`src/rtl/axi_rd_arb_if.sv`:
```
// rtl/axi_rd_arb_if.sv - request, AXI read and routed-response signals of the read arbiter
// slave is the arbiter's view; master is the view of the requesters and AXI read port.
interface axi_rd_arb_if;
  logic        req0_arvld,     req1_arvld;
  logic [9:0]  req0_araddr,    req1_araddr;
  logic [7:0]  req0_arlen,     req1_arlen;
  logic [2:0]  req0_arsize,    req1_arsize;
  logic [1:0]  req0_arburst,   req1_arburst;
  logic [2:0]  req0_arstr,     req1_arstr;
  logic [11:0] req0_sram_addr, req1_sram_addr;
  logic        req0_arrdy,     req1_arrdy;

  logic        lsu_axi_arvld;
  logic [7:0]  lsu_axi_arid;
  logic [9:0]  lsu_axi_araddr;
  logic [7:0]  lsu_axi_arlen;
  logic [2:0]  lsu_axi_arsize;
  logic [1:0]  lsu_axi_arburst;
  logic [2:0]  lsu_axi_arstr;
  logic [11:0] lsu_axi_sram_addr;
  logic        axi_lsu_arrdy;

  logic [7:0]  axi_lsu_rid;
  logic [63:0] axi_lsu_rdata;
  logic [1:0]  axi_lsu_rresp;
  logic        axi_lsu_rlast;
  logic        axi_lsu_rvld;
  logic        lsu_axi_rrdy;

  logic        req0_rvld,  req1_rvld;
  logic [63:0] req0_rdata, req1_rdata;
  logic [1:0]  req0_rresp, req1_rresp;
  logic        req0_rlast, req1_rlast;
  logic        req0_rrdy,  req1_rrdy;

  modport slave (
    input  req0_arvld, req0_araddr, req0_arlen, req0_arsize, req0_arburst, req0_arstr, req0_sram_addr,
    input  req1_arvld, req1_araddr, req1_arlen, req1_arsize, req1_arburst, req1_arstr, req1_sram_addr,
    output req0_arrdy, req1_arrdy,
    output lsu_axi_arvld, lsu_axi_arid, lsu_axi_araddr, lsu_axi_arlen, lsu_axi_arsize,
    output lsu_axi_arburst, lsu_axi_arstr, lsu_axi_sram_addr,
    input  axi_lsu_arrdy,
    input  axi_lsu_rid, axi_lsu_rdata, axi_lsu_rresp, axi_lsu_rlast, axi_lsu_rvld,
    output lsu_axi_rrdy,
    output req0_rvld, req0_rdata, req0_rresp, req0_rlast,
    output req1_rvld, req1_rdata, req1_rresp, req1_rlast,
    input  req0_rrdy, req1_rrdy
  );

  modport master (
    output req0_arvld, req0_araddr, req0_arlen, req0_arsize, req0_arburst, req0_arstr, req0_sram_addr,
    output req1_arvld, req1_araddr, req1_arlen, req1_arsize, req1_arburst, req1_arstr, req1_sram_addr,
    input  req0_arrdy, req1_arrdy,
    input  lsu_axi_arvld, lsu_axi_arid, lsu_axi_araddr, lsu_axi_arlen, lsu_axi_arsize,
    input  lsu_axi_arburst, lsu_axi_arstr, lsu_axi_sram_addr,
    output axi_lsu_arrdy,
    output axi_lsu_rid, axi_lsu_rdata, axi_lsu_rresp, axi_lsu_rlast, axi_lsu_rvld,
    input  lsu_axi_rrdy,
    input  req0_rvld, req0_rdata, req0_rresp, req0_rlast,
    input  req1_rvld, req1_rdata, req1_rresp, req1_rlast,
    output req0_rrdy, req1_rrdy
  );
endinterface

```
`src/rtl/axi_rd_arb.sv`:
```
// rtl/axi_rd_arb.sv - two-requester round-robin AXI read request arbiter with response routing
// Outstanding bursts are tracked per requester; rid[7] carries the requester index.
module axi_rd_arb #(
  parameter int OST_MAX = 8
) (
  input  logic         clk,
  input  logic         rst_n,
  axi_rd_arb_if.slave  bus,
  output logic         o_err_underflow
);

  typedef enum logic {S_IDLE, S_ISSUE} state_t;

  state_t      r_state, w_state_nxt;
  logic [1:0]  w_arvld, w_elig, w_gnt, w_dec;
  logic        w_gnt_any, w_gnt_idx, w_rsp_id, w_rrdy;
  logic        r_last_grant, r_err;
  logic [6:0]  r_seq [2];
  logic [3:0]  r_ost [2];

  logic [7:0]  r_arid;
  logic [9:0]  r_araddr;
  logic [7:0]  r_arlen;
  logic [2:0]  r_arsize;
  logic [1:0]  r_arburst;
  logic [2:0]  r_arstr;
  logic [11:0] r_sram_addr;

  assign w_arvld = {bus.req1_arvld, bus.req0_arvld};

  always_comb begin
    for (int i = 0; i < 2; i++) begin
      w_elig[i] = w_arvld[i] && (r_ost[i] < 4'(OST_MAX));
    end
  end

  // On a tie the requester that did not win last time is served.
  assign w_gnt_any = (r_state == S_IDLE) && (|w_elig);
  assign w_gnt_idx = (&w_elig) ? ~r_last_grant : w_elig[1];
  assign w_gnt     = w_gnt_any ? (w_gnt_idx ? 2'b10 : 2'b01) : 2'b00;

  always_ff @(posedge clk or negedge rst_n) begin
    if (!rst_n) r_state <= S_IDLE;
    else        r_state <= w_state_nxt;
  end

  always_comb begin
    w_state_nxt = r_state;
    case (r_state)
      S_IDLE:  if (w_gnt_any)         w_state_nxt = S_ISSUE;
      S_ISSUE: if (bus.axi_lsu_arrdy) w_state_nxt = S_IDLE;
      default:                        w_state_nxt = S_IDLE;
    endcase
  end

  always_comb begin
    bus.lsu_axi_arvld = (r_state == S_ISSUE);
    bus.req0_arrdy    = w_gnt[0] & rst_n;
    bus.req1_arrdy    = w_gnt[1] & rst_n;
  end

  always_ff @(posedge clk or negedge rst_n) begin
    if (!rst_n) begin
      r_arid      <= '0;
      r_araddr    <= '0;
      r_arlen     <= '0;
      r_arsize    <= '0;
      r_arburst   <= '0;
      r_arstr     <= '0;
      r_sram_addr <= '0;
    end else if (w_gnt_any) begin
      r_arid      <= {w_gnt_idx, r_seq[w_gnt_idx]};
      r_araddr    <= w_gnt_idx ? bus.req1_araddr    : bus.req0_araddr;
      r_arlen     <= w_gnt_idx ? bus.req1_arlen     : bus.req0_arlen;
      r_arsize    <= w_gnt_idx ? bus.req1_arsize    : bus.req0_arsize;
      r_arburst   <= w_gnt_idx ? bus.req1_arburst   : bus.req0_arburst;
      r_arstr     <= w_gnt_idx ? bus.req1_arstr     : bus.req0_arstr;
      r_sram_addr <= w_gnt_idx ? bus.req1_sram_addr : bus.req0_sram_addr;
    end
  end

  assign bus.lsu_axi_arid      = r_arid;
  assign bus.lsu_axi_araddr    = r_araddr;
  assign bus.lsu_axi_arlen     = r_arlen;
  assign bus.lsu_axi_arsize    = r_arsize;
  assign bus.lsu_axi_arburst   = r_arburst;
  assign bus.lsu_axi_arstr     = r_arstr;
  assign bus.lsu_axi_sram_addr = r_sram_addr;

  assign w_rsp_id = bus.axi_lsu_rid[7];
  assign w_rrdy   = w_rsp_id ? bus.req1_rrdy : bus.req0_rrdy;
  assign w_dec    = {2{bus.axi_lsu_rvld & w_rrdy & bus.axi_lsu_rlast}} & {w_rsp_id, ~w_rsp_id};

  assign bus.lsu_axi_rrdy = w_rrdy;
  assign bus.req0_rvld    = bus.axi_lsu_rvld & ~w_rsp_id;
  assign bus.req1_rvld    = bus.axi_lsu_rvld &  w_rsp_id;
  assign bus.req0_rdata   = bus.axi_lsu_rdata;
  assign bus.req1_rdata   = bus.axi_lsu_rdata;
  assign bus.req0_rresp   = bus.axi_lsu_rresp;
  assign bus.req1_rresp   = bus.axi_lsu_rresp;
  assign bus.req0_rlast   = bus.axi_lsu_rlast;
  assign bus.req1_rlast   = bus.axi_lsu_rlast;

  // A completion with nothing outstanding saturates at zero and latches the error.
  always_ff @(posedge clk or negedge rst_n) begin
    if (!rst_n) begin
      r_last_grant <= 1'b1;
      r_err        <= 1'b0;
      for (int i = 0; i < 2; i++) begin
        r_seq[i] <= '0;
        r_ost[i] <= '0;
      end
    end else begin
      if (w_gnt_any) r_last_grant <= w_gnt_idx;
      for (int i = 0; i < 2; i++) begin
        if (w_gnt[i]) r_seq[i] <= r_seq[i] + 7'd1;
        case ({w_gnt[i], w_dec[i]})
          2'b10:   r_ost[i] <= r_ost[i] + 4'd1;
          2'b01: begin
            if (r_ost[i] != 4'd0) r_ost[i] <= r_ost[i] - 4'd1;
            else                  r_err    <= 1'b1;
          end
          default: ;
        endcase
      end
    end
  end

  assign o_err_underflow = r_err;

endmodule

```
`src/flat_wrapper.sv`:
```
// flat-port wrapper written by rule: the top's interface ports become plain ports
module axi_rd_arb_flat 
#(
  parameter int OST_MAX = 8
)
  (clk, rst_n, o_err_underflow, bus_req0_arvld, bus_req0_araddr, bus_req0_arlen, bus_req0_arsize, bus_req0_arburst, bus_req0_arstr, bus_req0_sram_addr, bus_req1_arvld, bus_req1_araddr, bus_req1_arlen, bus_req1_arsize, bus_req1_arburst, bus_req1_arstr, bus_req1_sram_addr, bus_req0_arrdy, bus_req1_arrdy, bus_lsu_axi_arvld, bus_lsu_axi_arid, bus_lsu_axi_araddr, bus_lsu_axi_arlen, bus_lsu_axi_arsize, bus_lsu_axi_arburst, bus_lsu_axi_arstr, bus_lsu_axi_sram_addr, bus_axi_lsu_arrdy, bus_axi_lsu_rid, bus_axi_lsu_rdata, bus_axi_lsu_rresp, bus_axi_lsu_rlast, bus_axi_lsu_rvld, bus_lsu_axi_rrdy, bus_req0_rvld, bus_req0_rdata, bus_req0_rresp, bus_req0_rlast, bus_req1_rvld, bus_req1_rdata, bus_req1_rresp, bus_req1_rlast, bus_req0_rrdy, bus_req1_rrdy);
  axi_rd_arb_if bus_i ();
  input  logic clk;
  input  logic rst_n;
  output logic o_err_underflow;
  input wire logic [$bits(bus_i.req0_arvld)-1:0] bus_req0_arvld;
  input wire logic [$bits(bus_i.req0_araddr)-1:0] bus_req0_araddr;
  input wire logic [$bits(bus_i.req0_arlen)-1:0] bus_req0_arlen;
  input wire logic [$bits(bus_i.req0_arsize)-1:0] bus_req0_arsize;
  input wire logic [$bits(bus_i.req0_arburst)-1:0] bus_req0_arburst;
  input wire logic [$bits(bus_i.req0_arstr)-1:0] bus_req0_arstr;
  input wire logic [$bits(bus_i.req0_sram_addr)-1:0] bus_req0_sram_addr;
  input wire logic [$bits(bus_i.req1_arvld)-1:0] bus_req1_arvld;
  input wire logic [$bits(bus_i.req1_araddr)-1:0] bus_req1_araddr;
  input wire logic [$bits(bus_i.req1_arlen)-1:0] bus_req1_arlen;
  input wire logic [$bits(bus_i.req1_arsize)-1:0] bus_req1_arsize;
  input wire logic [$bits(bus_i.req1_arburst)-1:0] bus_req1_arburst;
  input wire logic [$bits(bus_i.req1_arstr)-1:0] bus_req1_arstr;
  input wire logic [$bits(bus_i.req1_sram_addr)-1:0] bus_req1_sram_addr;
  output wire logic [$bits(bus_i.req0_arrdy)-1:0] bus_req0_arrdy;
  output wire logic [$bits(bus_i.req1_arrdy)-1:0] bus_req1_arrdy;
  output wire logic [$bits(bus_i.lsu_axi_arvld)-1:0] bus_lsu_axi_arvld;
  output wire logic [$bits(bus_i.lsu_axi_arid)-1:0] bus_lsu_axi_arid;
  output wire logic [$bits(bus_i.lsu_axi_araddr)-1:0] bus_lsu_axi_araddr;
  output wire logic [$bits(bus_i.lsu_axi_arlen)-1:0] bus_lsu_axi_arlen;
  output wire logic [$bits(bus_i.lsu_axi_arsize)-1:0] bus_lsu_axi_arsize;
  output wire logic [$bits(bus_i.lsu_axi_arburst)-1:0] bus_lsu_axi_arburst;
  output wire logic [$bits(bus_i.lsu_axi_arstr)-1:0] bus_lsu_axi_arstr;
  output wire logic [$bits(bus_i.lsu_axi_sram_addr)-1:0] bus_lsu_axi_sram_addr;
  input wire logic [$bits(bus_i.axi_lsu_arrdy)-1:0] bus_axi_lsu_arrdy;
  input wire logic [$bits(bus_i.axi_lsu_rid)-1:0] bus_axi_lsu_rid;
  input wire logic [$bits(bus_i.axi_lsu_rdata)-1:0] bus_axi_lsu_rdata;
  input wire logic [$bits(bus_i.axi_lsu_rresp)-1:0] bus_axi_lsu_rresp;
  input wire logic [$bits(bus_i.axi_lsu_rlast)-1:0] bus_axi_lsu_rlast;
  input wire logic [$bits(bus_i.axi_lsu_rvld)-1:0] bus_axi_lsu_rvld;
  output wire logic [$bits(bus_i.lsu_axi_rrdy)-1:0] bus_lsu_axi_rrdy;
  output wire logic [$bits(bus_i.req0_rvld)-1:0] bus_req0_rvld;
  output wire logic [$bits(bus_i.req0_rdata)-1:0] bus_req0_rdata;
  output wire logic [$bits(bus_i.req0_rresp)-1:0] bus_req0_rresp;
  output wire logic [$bits(bus_i.req0_rlast)-1:0] bus_req0_rlast;
  output wire logic [$bits(bus_i.req1_rvld)-1:0] bus_req1_rvld;
  output wire logic [$bits(bus_i.req1_rdata)-1:0] bus_req1_rdata;
  output wire logic [$bits(bus_i.req1_rresp)-1:0] bus_req1_rresp;
  output wire logic [$bits(bus_i.req1_rlast)-1:0] bus_req1_rlast;
  input wire logic [$bits(bus_i.req0_rrdy)-1:0] bus_req0_rrdy;
  input wire logic [$bits(bus_i.req1_rrdy)-1:0] bus_req1_rrdy;
  assign bus_i.req0_arvld = bus_req0_arvld;
  assign bus_i.req0_araddr = bus_req0_araddr;
  assign bus_i.req0_arlen = bus_req0_arlen;
  assign bus_i.req0_arsize = bus_req0_arsize;
  assign bus_i.req0_arburst = bus_req0_arburst;
  assign bus_i.req0_arstr = bus_req0_arstr;
  assign bus_i.req0_sram_addr = bus_req0_sram_addr;
  assign bus_i.req1_arvld = bus_req1_arvld;
  assign bus_i.req1_araddr = bus_req1_araddr;
  assign bus_i.req1_arlen = bus_req1_arlen;
  assign bus_i.req1_arsize = bus_req1_arsize;
  assign bus_i.req1_arburst = bus_req1_arburst;
  assign bus_i.req1_arstr = bus_req1_arstr;
  assign bus_i.req1_sram_addr = bus_req1_sram_addr;
  assign bus_req0_arrdy = bus_i.req0_arrdy;
  assign bus_req1_arrdy = bus_i.req1_arrdy;
  assign bus_lsu_axi_arvld = bus_i.lsu_axi_arvld;
  assign bus_lsu_axi_arid = bus_i.lsu_axi_arid;
  assign bus_lsu_axi_araddr = bus_i.lsu_axi_araddr;
  assign bus_lsu_axi_arlen = bus_i.lsu_axi_arlen;
  assign bus_lsu_axi_arsize = bus_i.lsu_axi_arsize;
  assign bus_lsu_axi_arburst = bus_i.lsu_axi_arburst;
  assign bus_lsu_axi_arstr = bus_i.lsu_axi_arstr;
  assign bus_lsu_axi_sram_addr = bus_i.lsu_axi_sram_addr;
  assign bus_i.axi_lsu_arrdy = bus_axi_lsu_arrdy;
  assign bus_i.axi_lsu_rid = bus_axi_lsu_rid;
  assign bus_i.axi_lsu_rdata = bus_axi_lsu_rdata;
  assign bus_i.axi_lsu_rresp = bus_axi_lsu_rresp;
  assign bus_i.axi_lsu_rlast = bus_axi_lsu_rlast;
  assign bus_i.axi_lsu_rvld = bus_axi_lsu_rvld;
  assign bus_lsu_axi_rrdy = bus_i.lsu_axi_rrdy;
  assign bus_req0_rvld = bus_i.req0_rvld;
  assign bus_req0_rdata = bus_i.req0_rdata;
  assign bus_req0_rresp = bus_i.req0_rresp;
  assign bus_req0_rlast = bus_i.req0_rlast;
  assign bus_req1_rvld = bus_i.req1_rvld;
  assign bus_req1_rdata = bus_i.req1_rdata;
  assign bus_req1_rresp = bus_i.req1_rresp;
  assign bus_req1_rlast = bus_i.req1_rlast;
  assign bus_i.req0_rrdy = bus_req0_rrdy;
  assign bus_i.req1_rrdy = bus_req1_rrdy;
  axi_rd_arb #(.OST_MAX(OST_MAX)) u_core (.clk(clk), .rst_n(rst_n), .bus(bus_i), .o_err_underflow(o_err_underflow));
endmodule
```
`config.mk`:
```
export PLATFORM = sky130hd
export DESIGN_NAME = axi_rd_arb_flat
export DESIGN_NICKNAME = d
export VERILOG_FILES = /design/src/rtl/axi_rd_arb_if.sv /design/src/rtl/axi_rd_arb.sv /design/src/flat_wrapper.sv
export SDC_FILE = /design/constraint.sdc
export NUM_CORES = 1
export LEC_CHECK = 0
export ABC_AREA = 1
export BUFFER_PORTS_ARGS = -buffer_cell sky130_fd_sc_hd__buf_2
export CAP_MARGIN = 20
export CORE_AREA = 3 3 133 135
export CTS_CLUSTER_SIZE = 40
export DETAILED_ROUTE_END_ITERATION = 7
export DIE_AREA = 0 0 136 138
export PLACE_DENSITY = 0.64
export SYNTH_ARGS = -nofsm -noshare
export SYNTH_HDL_FRONTEND = slang
export SYNTH_SLANG_ARGS = --single-unit
export TNS_END_PERCENT = 50
```
`constraint.sdc`:
```
create_clock -name clk -period 5.07 [get_ports clk]
set_input_delay 0 -clock clk [delete_from_list [all_inputs] [get_ports clk]]
set_output_delay 0 -clock clk [all_outputs]
set_load 0.02 [all_outputs]
```
## Word-level counts from Yosys, hierarchy flattened

Cells that the tools add are included.

- Logic and storage cells: 75
- Bits of input ports: 159
- Bits in registers: 71
- Output and inout bits: 187

- Bitwise gates (word level): 11
- Reductions and logical operators: 11
- Order comparisons: 3
- Equality and inequality tests: 6
- Muxes and demuxes: 24
- $add $sub $neg: 6

Operators by type and width:

| cell | number |
|---|---|
| 2-to-1 mux 7 bit | 3 |
| case mux 4 bit (2 select lines) | 2 |
| adder 7 x 1 -> 7 bit, second input constant | 2 |
| 2-to-1 mux 12 bit | 1 |
| 2-to-1 mux 10 bit | 1 |
| adder 4 x 1 -> 4 bit, second input constant | 2 |
| < comparator 4 bit, second input constant | 2 |
| 2-to-1 mux 1 bit | 8 |
| 2-to-1 mux 4 bit | 2 |
| 2-to-1 mux 8 bit | 1 |
| nonzero test 4 bit | 2 |
| subtractor 4 x 1 -> 4 bit, second input constant | 2 |
| AND 1 bit | 6 |
| 2-to-1 mux 2 bit | 3 |
| 2-to-1 mux 3 bit | 2 |
| AND reduction 2 bit | 3 |
| == test 2 x 1 -> 1 bit, second input constant | 2 |
| == test 2 bit, second input constant | 2 |
| != test 2 x 1 -> 1 bit, second input constant | 2 |
| nonzero test 2 bit | 2 |
| logical AND 1 bit | 3 |
| NOT 1 bit | 3 |
| AND 2 bit | 1 |
| >= comparator 2 bit, second input constant | 1 |
| other kinds (3) | 3 |

## Longest topological paths before layout

- Depth in word-level cells: 10
- Mapped depth: 15
- Mapped depth without buffers: 15

## Worst setup path after synthesis

Ideal clock, no wire load.

- Kind: flip-flop to flip-flop
- From: register u_core.r_last_grant
- To: register u_core.r_ost[6] (netlist name)
- Arrival time: 1.562 ns
- Stages on the path, launching flop included: 13
- Clock period less this slack: 1.640 ns
- Slack: 3.430 ns
- Library setup time: 0.077 ns
- Required time: 4.993 ns
- Cells stage by stage: dfstp_2 > nand3_2 > nand2_2 > nand3_4 > nand2_2 > nand2_1 > nand2_1 > inv_1 > ha_1 > inv_1 > nand2_1 > xor2_1 > a21oi_1

- Longest elaborated chain between the ends: 7

Ends and longest elaborated chain:

| element | RTL line | source |
|---|---|---|
| start: declaration | axi_rd_arb.sv:17 | `logic r_last_grant, r_err;` |
| start signal: assignment | axi_rd_arb.sv:114 | `if (w_gnt_any) r_last_grant <= w_gnt_idx;` |
| NOT 1 bit (*) | axi_rd_arb.sv:39 | `assign w_gnt_idx = (&w_elig) ? ~r_last_grant : w_elig[1];` |
| 2-to-1 mux 1 bit (*) | axi_rd_arb.sv:39 |  |
| 2-to-1 mux 2 bit (*) (2 in a row) | axi_rd_arb.sv:40 | `assign w_gnt = w_gnt_any ? (w_gnt_idx ? 2'b10 : 2'b01) : 2'b00;` |
| == test 2 x 1 -> 1 bit or == test 2 bit (tied branches) | axi_rd_arb.sv:117 | `case ({w_gnt[i], w_dec[i]})` |
| != test 2 x 1 -> 1 bit (no source line) or nonzero test 2 bit (tied branches) | n/a |  |
| AND reduction 2 bit (no source line) | n/a |  |
| end signal: indexed assignment | axi_rd_arb.sv:118 | `2'b10: r_ost[i] <= r_ost[i] + 4'd1;` |
| end: declaration | axi_rd_arb.sv:19 | `logic [3:0] r_ost [2];` |

Mark *: on every way between the ends. The rest lies on a longest branch, timed or not.
A chain may end at the register's enable or synchronous reset.

## Worst setup path after layout

- From: register u_core.r_last_grant
- To: register u_core.r_arsize[0], in the netlist u_core.bus.lsu_axi_arsize[0]

- Longest elaborated chain between the ends: 3

Ends and longest elaborated chain:

| element | RTL line | source |
|---|---|---|
| NOT 1 bit | axi_rd_arb.sv:39 |  |
| 2-to-1 mux 1 bit | axi_rd_arb.sv:39 |  |
| 2-to-1 mux 3 bit | axi_rd_arb.sv:75 | `r_arsize <= w_gnt_idx ? bus.req1_arsize : bus.req0_arsize;` |
| end signal: assignment | axi_rd_arb.sv:75 |  |
| end: declaration | axi_rd_arb.sv:24 | `logic [2:0] r_arsize;` |

No other way between the ends.

==> results <==
- The most common cell after layout, fill and taps aside is sky130_fd_sc_hd__nand2_1.
- The run finished with clean final reports.
- Total power for the finished layout comes to roughly 3.4 mW.
- STA puts the critical path data required time at between 5000 and 6000 ps.
- The TritonCTS clock tree is yes.
- The actual transition at the worst max-transition pin is 1030 ps.
- The number of filler cells placed in the layout is 1,735.
- The worst setup path is of the register to register kind.
- The number of remaining DRC errors is 0.
- The number of routed nets with antenna violations is 0.
- The biggest fanout along the worst timing path is 43.
- The tightest min-delay check is of the primary input to primary output type.
- The first global-routing pass estimated roughly 18 mm of wire.
- The number of enable-type register cells in the synthesized netlist is 0.
- The number of maximum-capacitance constraint violations is 0.
- The longest clock path from root to sink contains 2 buffers.
- The worst-skew pair later-pin latency is between 300 and 400 ps.
- After legalization and detailed placement, the total HPWL measured about 7.2 mm.
- The multi-input combinational cells in the finished layout cover a total of ~1400 sq um.
- Setup repair after global routing left no endpoint under its margin.
- The prevailing post-synth register cell is sky130_fd_sc_hd__dfrtp_1.
- The total overflow reported by the global router is 0.
- The final-report hold violation count is 0.
- The leakage power summed over all cells is 2.80 nW.
- The number of clock buffers added by TritonCTS is 9.
- The total count of max-transition violations in the final report is 0.
- The final weighted congestion in routability-driven placement is 0.793.
- The largest individual stage delay along the critical path comes from the cell sky130_fd_sc_hd__clkinv_2.
- Counting I/O delays and the setup requirement, the final critical path takes about 2700 ps.
- The synthesized design contains a little over 70 register bits.
- In this run the cell area of the synthesized design comes to ~4400 sq um.
- STA classifies the critical path startpoint as a register.
- STA puts the critical path data arrival time at around 3000 ps.
- The proportion of synthesized flip-flops having asynchronous set or reset is 100%.
- On the final layout, the worst clock skew is slightly below 6 ps.
- Measured against its own limit, the worst slew margin works out to a little under a third.
- In the final routed layout, each cell accounts on average for ~13 um.
- Across the VDD grid, the largest voltage drop is approximately 0.31 mV.
- The delay of the slowest critical-path stage is between 600 and 700 ps.
- The number of H-tree levels is 3.
- The distinct cell type count of the synthesized netlist is 34.
- In the synthesized netlist, the number of instances is 539.
- The top cell types in the final layout, fill and taps aside, are sky130_fd_sc_hd__nand2_1, sky130_fd_sc_hd__buf_2, sky130_fd_sc_hd__dlygate4sd3_1, sky130_fd_sc_hd__dfrtp_1, sky130_fd_sc_hd__nand3_1.
- The clock root buffer is sky130_fd_sc_hd__clkbuf_16.
- The share of the Yosys chip area taken by registers is 40.2%.
- The initial utilization of the core area, before any placement, comes to 26.7%.
- The post-route netlist has 29.8% of its cells at a drive strength greater than 1.
- The clock transition at the register clock pins on the worst setup and hold paths after CTS is roughly 60 ps.
- The warning count from the yosys run is 0.
- The number of core rows is 47.
- Among the stages of the critical path, the cell type that occurs most often is sky130_fd_sc_hd__nand2_2.
- The detailed router finished its first iteration with between 150 and 200 violations.
- The maximum frequency from static timing analysis is around 0.37 GHz.
- The sequential cell area is ~1800 sq um.
- The first-pass detailed-route iteration total is 4.
- The final-layout setup total negative slack is 0 ps.
- In the routed layout, each cell is associated on average with a via count of 4.27.
- Relative to the synthesized area, the layout overhead comes to 23.2%.
- The initial antenna violation count is 0.
- The final route contains approximately 3,600 vias.
- The worst path uses approximately 54% of the clock period.
- The placeable core area is between 15,000 and 20,000 sq um.
- The net total in the final layout is slightly below 800.
- Counting every net in the synthesized netlist gives about 700.
- The worst setup path is captured at a register.
- The die outline height is between 100 and 150 um.
- The die covers 18,800 sq um.
- For this design, the sink count on the clock tree is 71.
- Power spread over the standard cell area amounts to 615 nW/um^2.
- For this run, the total global-route usage over all layers was measured as roughly 12%.
- Walking the worst path, the cells encountered are nand3_2, nand2_2, inv_2, nand2_2, clkinv_2, nand2_1, nand3_1, dlygate4sd3_1.
- The maximum number of pins on one net before global-route repair is 73.
- Prior to clock tree synthesis, the placed netlist has a worst setup slack of approximately 2600 ps.
- 346 I/O pins were placed.
- The die is approximately 140 um wide.
- The final wirelength is between 10 and 15 mm.
- The total setup violations reported at the end of the flow is 0.
- The utilization after layout is 32.9%.
- Across all setup checks in the final design, the least slack found is ~2300 ps.
- Averaged over all synthesized cells, the footprint is ~8 sq um.
- The number of global-route vias before repair is about 3,500.
- The number of port buffers is 140.
- The total inserted antenna cells is 0.
[per-layer routing]
layer	share of wire [%]	track usage, %	up-vias
li1	-	-	1716
met1	41	13.9	1661
met2	44	18.2	181
met3	11	5.74	48
met4	4.5	7.27	0
met5	0	0	-
[critical path, delay by kind of cell (launching register included)]
family,cells,cell delay [ps]
buf+inv,3,1240
flops,1,540
simple gates,5,810
[through the flow]
stage / area (sq um) / cells / hold slack [ps]
2_1_floorplan: 4420 / 539 / -296
3_3_place_gp: 4320 / 750 / 0.201
3_5_place_dp: 4320 / 750 / 0.201
4_1_cts: 5450 / 844 / 0.201
5_1_grt: 5450 / 844 / 0.0455
6_report: 5450 / 844 / 0.0136
[registers in the layout, summed over array words and instances (netlist names)]
register                      flops
u_core.bus.lsu_axi_arburst        2
u_core.bus.lsu_axi_araddr        10
u_core.r_seq                     14
u_core.bus.lsu_axi_arid           8
u_core.bus.lsu_axi_arlen          8
u_core.r_ost                      8
u_core.bus.lsu_axi_sram_addr     12
u_core.r_last_grant               1
u_core.bus.lsu_axi_arvld          1
u_core.o_err_underflow            1
u_core.bus.lsu_axi_arsize         3
u_core.bus.lsu_axi_arstr          3
[Yosys cell counts, types with 3 or more instances]
cell,n,area [sq um]
sky130_fd_sc_hd__buf_2,3,15.0
sky130_fd_sc_hd__nand2_2,9,56.3
sky130_fd_sc_hd__ha_1,4,50.1
sky130_fd_sc_hd__buf_4,134,1010
sky130_fd_sc_hd__o21ai_0,9,45.0
sky130_fd_sc_hd__inv_2,3,11.3
sky130_fd_sc_hd__nand3_1,52,260
sky130_fd_sc_hd__o21ai_1,3,15.0
sky130_fd_sc_hd__xor2_1,13,114
sky130_fd_sc_hd__nand2_1,158,593
sky130_fd_sc_hd__inv_1,32,120
sky130_fd_sc_hd__clkbuf_1,10,37.5
sky130_fd_sc_hd__nor2_1,8,30.0
sky130_fd_sc_hd__nor3_2,3,30.0
sky130_fd_sc_hd__o221ai_1,5,43.8
sky130_fd_sc_hd__dfrtp_1,70,1750
sky130_fd_sc_hd__nand3_2,3,30.0
[what timing repair did]
action,4_1_cts,5_1_grt
hold buffers,78,0
hold endpoints to repair,109,0
gates resized for setup,0,0
buffers inserted,0,0
[final cells by class]
cell class / instances / share of cell area, %
sequential: 71 / 32.6
timing repair buffer: 218 / 27.2
multi-input combinational: 283 / 26.2
tap: 220 / 5.05
clock buffer: 9 / 4.13
inverter: 36 / 2.50
clock inverter: 7 / 2.23
[kinds of logic after synthesis]
kind of cell,count (synthesis),synth area share [%]
buf+inv,185,27.5
simple gates,242,24.6
fa+ha+maj,4,1.13
flops,71,40.2
xor+xnor,15,3.14
compound gates,22,3.37
[power by group]
group          internal, mW  leakage [nW]  switching (mW)
Sequential            0.845         0.839           0.184
Combinational         0.710          1.79           0.874
Clock                 0.482         0.170           0.257
Total                  2.04          2.80            1.32
[worst paths after layout]
check / from / to / slack, ps / depth (start not counted)
hold reg to reg: u_core.r_seq[2] / u_core.r_seq[2] / 470 / 1
hold / removal: bus_axi_lsu_rdata[62] / bus_req1_rdata[62] / 0.01 / 0
max in group asynchronous: rst_n / u_core.bus.lsu_axi_arlen[2] / 4120 / 2
min in group asynchronous: rst_n / u_core.r_seq[6] / 350 / 2
setup / recovery: u_core.r_last_grant / u_core.bus.lsu_axi_arsize[0] / 2340 / 8
setup reg to reg: u_core.r_last_grant / u_core.bus.lsu_axi_arsize[0] / 2340 / 8
(Power assumes the default switching activity.)
